<file path="src/rtl/approx_mult_core_if.sv">
// Handshake bundle between the normalizer feed, the approximate multiplier
// and the result-RAM write stage. The master side drives operands and
// out_ready. The slave side (the core) drives in_ready, the result and status.
interface approx_mult_core_if #(
    parameter int W = 16
);
    logic           in_valid;
    logic           in_ready;
    logic [W-1:0]   a;
    logic [W-1:0]   b;
    logic           out_valid;
    logic           out_ready;
    logic [2*W-1:0] result;
    logic           busy;

    modport master (
        output in_valid, a, b, out_ready,
        input  in_ready, out_valid, result, busy
    );

    modport slave (
        input  in_valid, a, b, out_ready,
        output in_ready, out_valid, result, busy
    );
endinterface

</file>
<file path="src/rtl/approx_mult_core.sv">
// Approximate unsigned multiplier. Both operands are normalized by shifting
// left one bit per cycle until the MSB is set, with a count that saturates at
// W-1. The top M bits of each operand are multiplied. The product is then
// rescaled by the combined shift count into a 2W-bit result. That result is
// held until the consumer accepts it.
module approx_mult_core #(
    parameter int W = 16,
    parameter int M = 8
) (
    input  logic              clk,
    input  logic              rst,
    approx_mult_core_if.slave bus
);
    localparam int CW        = $clog2(W);
    localparam int SW        = $clog2(2 * W) + 1;
    localparam int SHIFT_REF = 2 * (W - M);

    typedef enum logic [2:0] {
        IDLE,
        NORM,
        MULT,
        SCALE,
        DONE
    } state_t;

    state_t          state_q, state_d;
    logic [W-1:0]    sa_q, sa_d;
    logic [W-1:0]    sb_q, sb_d;
    logic [CW-1:0]   ca_q, ca_d;
    logic [CW-1:0]   cb_q, cb_d;
    logic [2*M-1:0]  p_q, p_d;
    logic [2*W-1:0]  result_q, result_d;
    logic            in_ready_q, in_ready_d;
    logic            out_valid_q, out_valid_d;
    logic            busy_q, busy_d;

    logic            done_a;
    logic            done_b;
    logic [SW-1:0]   shift_sum;
    logic [SW-1:0]   shift_ref;
    logic [2*W-1:0]  p_ext;

    // A zero operand never gains a leading one. The saturated count ends its normalization.
    assign done_a    = sa_q[W-1] | (ca_q == CW'(W - 1));
    assign done_b    = sb_q[W-1] | (cb_q == CW'(W - 1));
    assign shift_sum = {{(SW - CW){1'b0}}, ca_q} + {{(SW - CW){1'b0}}, cb_q};
    assign shift_ref = SW'(SHIFT_REF);
    assign p_ext     = {{(2 * W - 2 * M){1'b0}}, p_q};

    // Next-state and next-output computation for the whole operation sequence.
    always_comb begin
        state_d     = state_q;
        sa_d        = sa_q;
        sb_d        = sb_q;
        ca_d        = ca_q;
        cb_d        = cb_q;
        p_d         = p_q;
        result_d    = result_q;
        in_ready_d  = in_ready_q;
        out_valid_d = out_valid_q;
        busy_d      = busy_q;
        case (state_q)
            IDLE: begin
                if (bus.in_valid && in_ready_q) begin
                    sa_d       = bus.a;
                    sb_d       = bus.b;
                    ca_d       = '0;
                    cb_d       = '0;
                    in_ready_d = 1'b0;
                    busy_d     = 1'b1;
                    state_d    = NORM;
                end
            end
            NORM: begin
                if (!done_a) begin
                    sa_d = sa_q << 1;
                    ca_d = ca_q + CW'(1);
                end
                if (!done_b) begin
                    sb_d = sb_q << 1;
                    cb_d = cb_q + CW'(1);
                end
                if (done_a && done_b) begin
                    state_d = MULT;
                end
            end
            MULT: begin
                p_d     = {{M{1'b0}}, sa_q[W-1:W-M]} * {{M{1'b0}}, sb_q[W-1:W-M]};
                state_d = SCALE;
            end
            SCALE: begin
                if (shift_sum <= shift_ref) begin
                    result_d = p_ext << (shift_ref - shift_sum);
                end else begin
                    result_d = p_ext >> (shift_sum - shift_ref);
                end
                out_valid_d = 1'b1;
                state_d     = DONE;
            end
            DONE: begin
                if (bus.out_ready) begin
                    out_valid_d = 1'b0;
                    in_ready_d  = 1'b1;
                    busy_d      = 1'b0;
                    state_d     = IDLE;
                end
            end
            default: begin
                state_d     = IDLE;
                in_ready_d  = 1'b1;
                out_valid_d = 1'b0;
                busy_d      = 1'b0;
            end
        endcase
    end

    // State and registered outputs. Reset abandons any operation in flight.
    always_ff @(posedge clk or negedge rst) begin
        if (!rst) begin
            state_q     <= IDLE;
            sa_q        <= '0;
            sb_q        <= '0;
            ca_q        <= '0;
            cb_q        <= '0;
            p_q         <= '0;
            result_q    <= '0;
            in_ready_q  <= 1'b1;
            out_valid_q <= 1'b0;
            busy_q      <= 1'b0;
        end else begin
            state_q     <= state_d;
            sa_q        <= sa_d;
            sb_q        <= sb_d;
            ca_q        <= ca_d;
            cb_q        <= cb_d;
            p_q         <= p_d;
            result_q    <= result_d;
            in_ready_q  <= in_ready_d;
            out_valid_q <= out_valid_d;
            busy_q      <= busy_d;
        end
    end

    assign bus.in_ready  = in_ready_q;
    assign bus.out_valid = out_valid_q;
    assign bus.result    = result_q;
    assign bus.busy      = busy_q;
endmodule

</file>
<file path="src/flat_wrapper.sv">
// flat-port wrapper written by rule: the top's interface ports become plain ports
module approx_mult_core_flat 
#(
    parameter int W = 16,
    parameter int M = 8
)
  (clk, rst, bus_in_valid, bus_a, bus_b, bus_out_ready, bus_in_ready, bus_out_valid, bus_result, bus_busy);
  approx_mult_core_if #(.W(W)) bus_i ();
  input  logic clk;
  input  logic rst;
  input wire logic [$bits(bus_i.in_valid)-1:0] bus_in_valid;
  input wire logic [$bits(bus_i.a)-1:0] bus_a;
  input wire logic [$bits(bus_i.b)-1:0] bus_b;
  input wire logic [$bits(bus_i.out_ready)-1:0] bus_out_ready;
  output wire logic [$bits(bus_i.in_ready)-1:0] bus_in_ready;
  output wire logic [$bits(bus_i.out_valid)-1:0] bus_out_valid;
  output wire logic [$bits(bus_i.result)-1:0] bus_result;
  output wire logic [$bits(bus_i.busy)-1:0] bus_busy;
  assign bus_i.in_valid = bus_in_valid;
  assign bus_i.a = bus_a;
  assign bus_i.b = bus_b;
  assign bus_i.out_ready = bus_out_ready;
  assign bus_in_ready = bus_i.in_ready;
  assign bus_out_valid = bus_i.out_valid;
  assign bus_result = bus_i.result;
  assign bus_busy = bus_i.busy;
  approx_mult_core #(.W(W), .M(M)) u_core (.clk(clk), .rst(rst), .bus(bus_i));
endmodule
</file>
<file path="config.mk">
export PLATFORM = sky130hd
export DESIGN_NAME = approx_mult_core_flat
export DESIGN_NICKNAME = d
export VERILOG_FILES = /design/src/rtl/approx_mult_core_if.sv /design/src/rtl/approx_mult_core.sv /design/src/flat_wrapper.sv
export SDC_FILE = /design/constraint.sdc
export NUM_CORES = 1
export LEC_CHECK = 0
export BUFFER_PORTS_ARGS = -buffer_cell sky130_fd_sc_hd__buf_2
export CAP_MARGIN = 5
export CORE_MARGIN = 2
export CORE_UTILIZATION = 40
export DETAILED_ROUTE_END_ITERATION = 10
export SYNTH_ARGS = -nofsm -noshare
export SYNTH_HDL_FRONTEND = slang
export SYNTH_SLANG_ARGS = --single-unit
</file>
<file path="constraint.sdc">
create_clock -name clk -period 4.8 [get_ports clk]
set_clock_uncertainty 0.1 [all_clocks]
set_input_delay 0.48 -clock clk [delete_from_list [all_inputs] [get_ports clk]]
set_output_delay 0.48 -clock clk [all_outputs]
set_load 0.005 [all_outputs]
</file>
==> results of run 1 <==
[synthesized netlist by cell type, drive strengths merged, types with 5 or more instances]
| master | n |
|---|---|
| o21a | 7 |
| fa | 37 |
| buf | 22 |
| a211o | 7 |
| ha | 44 |
| nand2 | 135 |
| o221ai | 23 |
| mux2 | 12 |
| nand2b | 5 |
| inv | 55 |
| a21o | 6 |
| a211oi | 5 |
| mux2i | 58 |
| clkbuf | 30 |
| dfrtp | 93 |
| nand3 | 12 |
| o21ai | 61 |
| a21oi | 25 |
| mux4 | 18 |
| o211ai | 5 |
| or3 | 7 |
| and2 | 53 |
| nor3 | 12 |
| or2 | 5 |
| xor2 | 7 |
| nor2 | 39 |
[kinds of logic (layout without fill, tap and decap cells)]
group | Yosys count | in the layout | share of synthesized area (%)
simple gates | 292 | 292 | 17.5
compound gates | 175 | 175 | 15.2
buf+inv | 107 | 154 | 5.71
flops | 94 | 94 | 29.5
mux | 88 | 88 | 14.1
fa+ha+maj | 81 | 81 | 16.2
xor+xnor | 13 | 13 | 1.79
[worst reg2reg max path: cells and delay by family (launching register included)]
kind	cells	cell delay (ns)
AOI/OAI and AO/OA	3	0.51
adders and majority gates	5	2.42
buffers and inverters	2	0.09
DFF	1	0.47
and+or+nand+nor	3	0.73
[through the flow]
stage               util [%]  cells  setup WS (ns)  instance area, µm²  hold slack, ns
finish                  45.3   1162          0.369                8840          0.0657
global route            45.3   1162         0.0542                8840           0.113
CTS                     45.3   1162          0.353                8840          0.0860
detailed placement      43.6   1146          0.370                8510           0.372
global placement        43.6   1146          0.430                8510           0.365
floorplan                  -    850          0.516                7970          0.0844
[layout by cell type, fill, tap and decap left out, types with 9 or more instances in the layout]
master and n:
a21oi_1 24, mux4_2 18, nor2_1 39, nand3_1 12, mux2_2 12, and2_1 52
clkbuf_16 9, ha_1 43, nor3_1 12, o221ai_1 22, o21ai_0 53, dfrtp_1 93
fa_1 37, buf_4 14, inv_1 55, mux2i_1 58, nand2_1 135, buf_2 69
[layer usage]
layer	track usage, %	vias to the layer above	wire length (µm)
met5	0	-	0
met4	4.66	0	296
met3	3.46	21	809
met2	30.1	171	8870
met1	26.5	2986	9160
li1	-	3095	-
[worst paths after layout]
kind	startpoint	end	slack, ns	depth (start not counted)
setup / recovery	u_core.sa_q[9]	u_core.p_q[14]	0.37	13
hold / removal	rst	u_core.bus.result[21]	0.07	1
setup reg to reg	u_core.sa_q[9]	u_core.p_q[14]	0.37	13
hold reg to reg	u_core.sb_q[6]	u_core.sb_q[6]	0.39	2
max in group asynchronous	rst	u_core.bus.result[1]	3.48	2
min in group clk	bus_b[0]	u_core.sb_q[0]	0.24	2
[area by class of cell]
cell class / instances / share of cell area (%)
Inverter: 55 / 2.33
Clock inverter: 6 / 1.06
Tap cell: 265 / 3.75
Timing Repair Buffer: 83 / 5.09
Multi-Input combinational cell: 649 / 58.4
Sequential cell: 94 / 26.6
Clock buffer: 10 / 2.70
[state kept, by name, summed over array words and instances (netlist names), 3 cells and up]
signal	count
u_core.sb_q	16
u_core.p_q	16
u_core.bus.result	32
u_core.cb_q	4
u_core.sa_q	16
u_core.ca_q	4
u_core.state_q	3
==> results.py, run 1 <==
metrics = {
    "global_routing": {
        "grt_pass1_vias": 6168,
        "antenna_found_initial": 0,
        "gr-total-overflow": 0,
        "grtUsageTotal_pct": 18.8,
        "grt_max_degree": 49,
        "grt_pass1_wl_um": 32300,
    },
    "critical_path": {
        "critPathLaunchType": "flip-flop",
        "worstSetupEndpointType": "flip-flop",
        "path_cells": "and2_1 -> fa_1 -> fa_1 -> fa_1 -> inv_1 -> fa_1 -> inv_1 -> ha_1 -> or3_1 -> o21a_1 -> and3_1 -> o21a_1 -> o31ai_1",
        "worst-path-max-fanout": 10,
        "path_buf_inv": 2,
        "crit_arrival_ns": 4.58,
        "max_stage_delay_ns": 0.55,
        "crit_path_frequent_cell": "fa_1",
        "crit_family": "adder cells",
        "cp_slowest_cell": "fa_1",
        "required_ns": 4.95,
        "critPathKind": "flip-flop to flip-flop",
    },
    "route": {
        "drt_iter0_markers": 519,
        "routed_wirelength_um": 19100,
        "detail-route-antenna-nets": 0,
        "via_per_inst": 5.40,
        "drc_errors": 0,
        "wl_per_cell_um": 16.5,
        "dr.pass1.iters": 5,
        "vias": 6273,
    },
    "clocking": {
        "post_cts_buffers": 0,
        "cts_resized": 0,
        "root_buffer": "clkbuf_16",
        "path_clk_slew_ns": 0.07,
        "worstSkewPairLatency_ns": 0.35,
        "numCtsBuffers": 9,
        "htree_num_levels": 3,
        "cts_tree": "done",
        "cts_sinks": 94,
        "postCtsHoldBufs": 0,
        "cts_max_path_buffers": 2,
    },
    "timing": {
        "fmax_ghz": 0.226,
        "rsz0062_at_grt": "no",
        "hold_viol": 0,
        "slew_viol_final": 0,
        "worst_pin_slew_ns": 0.957,
        "max-slew-margin-rel_pct": 36.2,
        "setup_viol": 0,
        "min_period_ns": 4.43,
        "tns_ns": 0,
        "layout_worst_path_cycle_share_pct": 92.3,
    },
    "final_layout": {
        "seqCellArea_mm2": 0.00235,
        "drive_gt1_share_pct": 16.6,
        "multiInputGateArea_mm2": 0.00517,
        "fillers": 1941,
        "antennaDiodeCount": 0,
        "area_growth_syn_to_layout_pct": 11.0,
        "layout.nets": 1009,
    },
    "synthesis": {
        "syn_avg_cell_area_um2": 9.38,
        "ys_warn_count": 0,
        "synth_top_area_share_pct": 29.2,
        "synth_area_mm2": 0.00797,
        "synth_area_leaders": "dfrtp_1 29%, fa_1 9.3%, mux2i_1 7.3%",
        "synth_cells": 850,
        "synth.distinct_cells": 73,
        "synth-edff-count": 0,
        "synth_ff_type": "dfrtp_1",
        "synth_fp_nets": 967,
        "synth_seq_cells": 94,
        "yosysSeqAreaShare_pct": 29.5,
        "synth_async_sr_flop_share_pct": 100,
        "yosysTopAreaCell": "dfrtp_1",
    },
    "floorplan": {
        "die_h_um": 145,
        "core_area_mm2": 0.0195,
        "row_count": 51,
        "die_w_um": 145,
        "dieArea_mm2": 0.0211,
        "initial_core_util_pct": 40.8,
        "pin_count": 71,
    },
    "place": {
        "port_buffers": 70,
        "dp_hpwl_um": 14400,
        "gp_congestion": 0.865,
    },
    "flow_run": {
        "drv_cap": 0,
    },
    "min_path": {
        "hp-class": "primary input to async pin",
    },
    "status": {
        "status": "complete, no violations",
    },
}
Power of run 1 is not shown: default switching activity piles up to over one toggle a cycle in this logic, so the estimate is an artifact.
==> run 2: changes to the inputs <==
BUFFER_PORTS_ARGS = -buffer_cell sky130_fd_sc_hd__clkbuf_2   (was -buffer_cell sky130_fd_sc_hd__buf_2)
==> results.py, run 2 (same netlist as run 1, synthesis figures left out) <==
metrics = {
    "route": {
        "detail-route-antenna-nets": 0,
        "via_per_inst": 5.39,
        "wl_per_cell_um": 16.6,
        "dr.pass1.iters": 4,
        "routed_wirelength_um": 19300,
        "drc_errors": 0,
        "drt_iter0_markers": 453,
        "vias": 6267,
    },
    "final_layout": {
        "antennaDiodeCount": 0,
        "largest_register_ff_count": 32,
        "final_cell_mix": "135 x nand2_1, 93 x dfrtp_1, 69 x clkbuf_2",
        "layout_commonest_cell": "nand2_1",
        "area_growth_syn_to_layout_pct": 10.5,
        "fillers": 1945,
        "seqCellArea_mm2": 0.00235,
        "drive_gt1_share_pct": 16.5,
        "multiInputGateArea_mm2": 0.00517,
        "layout.nets": 1009,
        "design_area_mm2": 0.00881,
    },
    "timing": {
        "hold_viol": 0,
        "min_period_ns": 4.46,
        "worst_pin_slew_ns": 0.959,
        "max-slew-margin-rel_pct": 36.1,
        "tns_ns": 0,
        "hold_ws_ns": 0.0653,
        "layout_worst_path_cycle_share_pct": 92.9,
        "rsz0062_at_grt": "no",
        "fmax_ghz": 0.224,
        "setup_viol": 0,
        "slew_viol_final": 0,
    },
    "global_routing": {
        "antenna_found_initial": 0,
        "grtUsageTotal_pct": 19.1,
        "grt_max_degree": 50,
        "grt_pass1_wl_um": 32900,
        "gr-total-overflow": 0,
        "grt_pass1_vias": 6240,
    },
    "status": {
        "status": "complete, no violations",
    },
    "clocking": {
        "root_buffer": "clkbuf_16",
        "cts_sinks": 94,
        "cts_max_path_buffers": 2,
        "post_cts_buffers": 0,
        "worstSkewPairLatency_ns": 0.35,
        "cts_tree": "done",
        "numCtsBuffers": 9,
        "cts_resized": 0,
        "htree_num_levels": 3,
        "postCtsHoldBufs": 0,
        "path_clk_slew_ns": 0.07,
    },
    "critical_path": {
        "worstSetupEndpointType": "flip-flop",
        "critPathLaunchType": "flip-flop",
        "r2r_end": "u_core.p_q[9]",
        "required_ns": 4.95,
        "path_buf_inv": 2,
        "worstReg2RegStart": "u_core.sb_q[12]",
        "r2r_slack_ns": 0.34,
        "crit_arrival_ns": 4.61,
        "crit_path_frequent_cell": "fa_1",
        "crit_family": "adder cells",
        "r2r_cells": 12,
        "cp_slowest_cell": "o31ai_1",
        "worst-path-max-fanout": 10,
        "critPathKind": "flip-flop to flip-flop",
        "max_stage_delay_ns": 0.58,
        "path_cells": "and2_1 -> fa_1 -> fa_1 -> inv_1 -> fa_1 -> fa_1 -> inv_1 -> ha_1 -> o31ai_1 -> a21boi_0 -> o21a_1 -> o31ai_1",
    },
    "place": {
        "port_buffers": 70,
        "dp_hpwl_um": 14500,
        "place_area_mm2": 0.00851,
        "gp_congestion": 0.865,
    },
    "floorplan": {
        "pin_count": 71,
        "dieArea_mm2": 0.0211,
        "initial_core_util_pct": 40.8,
        "die_h_um": 145,
        "row_count": 51,
        "die_w_um": 145,
        "core_area_mm2": 0.0195,
    },
    "min_path": {
        "hp-class": "primary input to async pin",
    },
    "flow_run": {
        "drv_cap": 0,
    },
}
## run 2: cell type report
cell class,instances,area share (%)
tap,265,3.76
clock buffer,10,2.60
clock inverter,6,0.781
timing repair buffer,83,5.11
sequential,94,26.7
inverter,55,2.34
multi-input combinational,649,58.7
## run 2: per-stage QoR
| stage | setup WS (ns) | std cells | utilization, % |
|---|---|---|---|
| after floorplan | 0.516 | 850 | - |
| after global placement | 0.430 | 1146 | 43.6 |
| after detailed placement | 0.375 | 1146 | 43.6 |
| after CTS | 0.343 | 1162 | 45.1 |
| after global routing | 0.00815 | 1162 | 45.1 |
| final | 0.339 | 1162 | 45.1 |
## run 2: how the worst max path moves through the flow
stage | startpoint | to | slack (ns) | cells after the start
floorplan | u_core.sb_q[15] | u_core.p_q[14] | 0.52 | 14
global placement | u_core.sb_q[15] | u_core.p_q[14] | 0.43 | 13
detailed placement | u_core.sa_q[9] | u_core.p_q[14] | 0.37 | 13
CTS | u_core.sb_q[12] | u_core.p_q[9] | 0.34 | 12
global route | u_core.sa_q[9] | u_core.p_q[9] | 0.008 | 12
finish | u_core.sb_q[12] | u_core.p_q[9] | 0.34 | 12
## run 2: routing by layer
metal / share of wire, % / wire length [µm] / global-route usage, %
met4: 1.7 / 332 / 4.95
met1: 49 / 9370 / 26.8
met3: 3.4 / 653 / 2.67
met2: 46 / 8910 / 31.0
met5: 0 / 0 / 0
Power of run 2 is left out for the same reason.
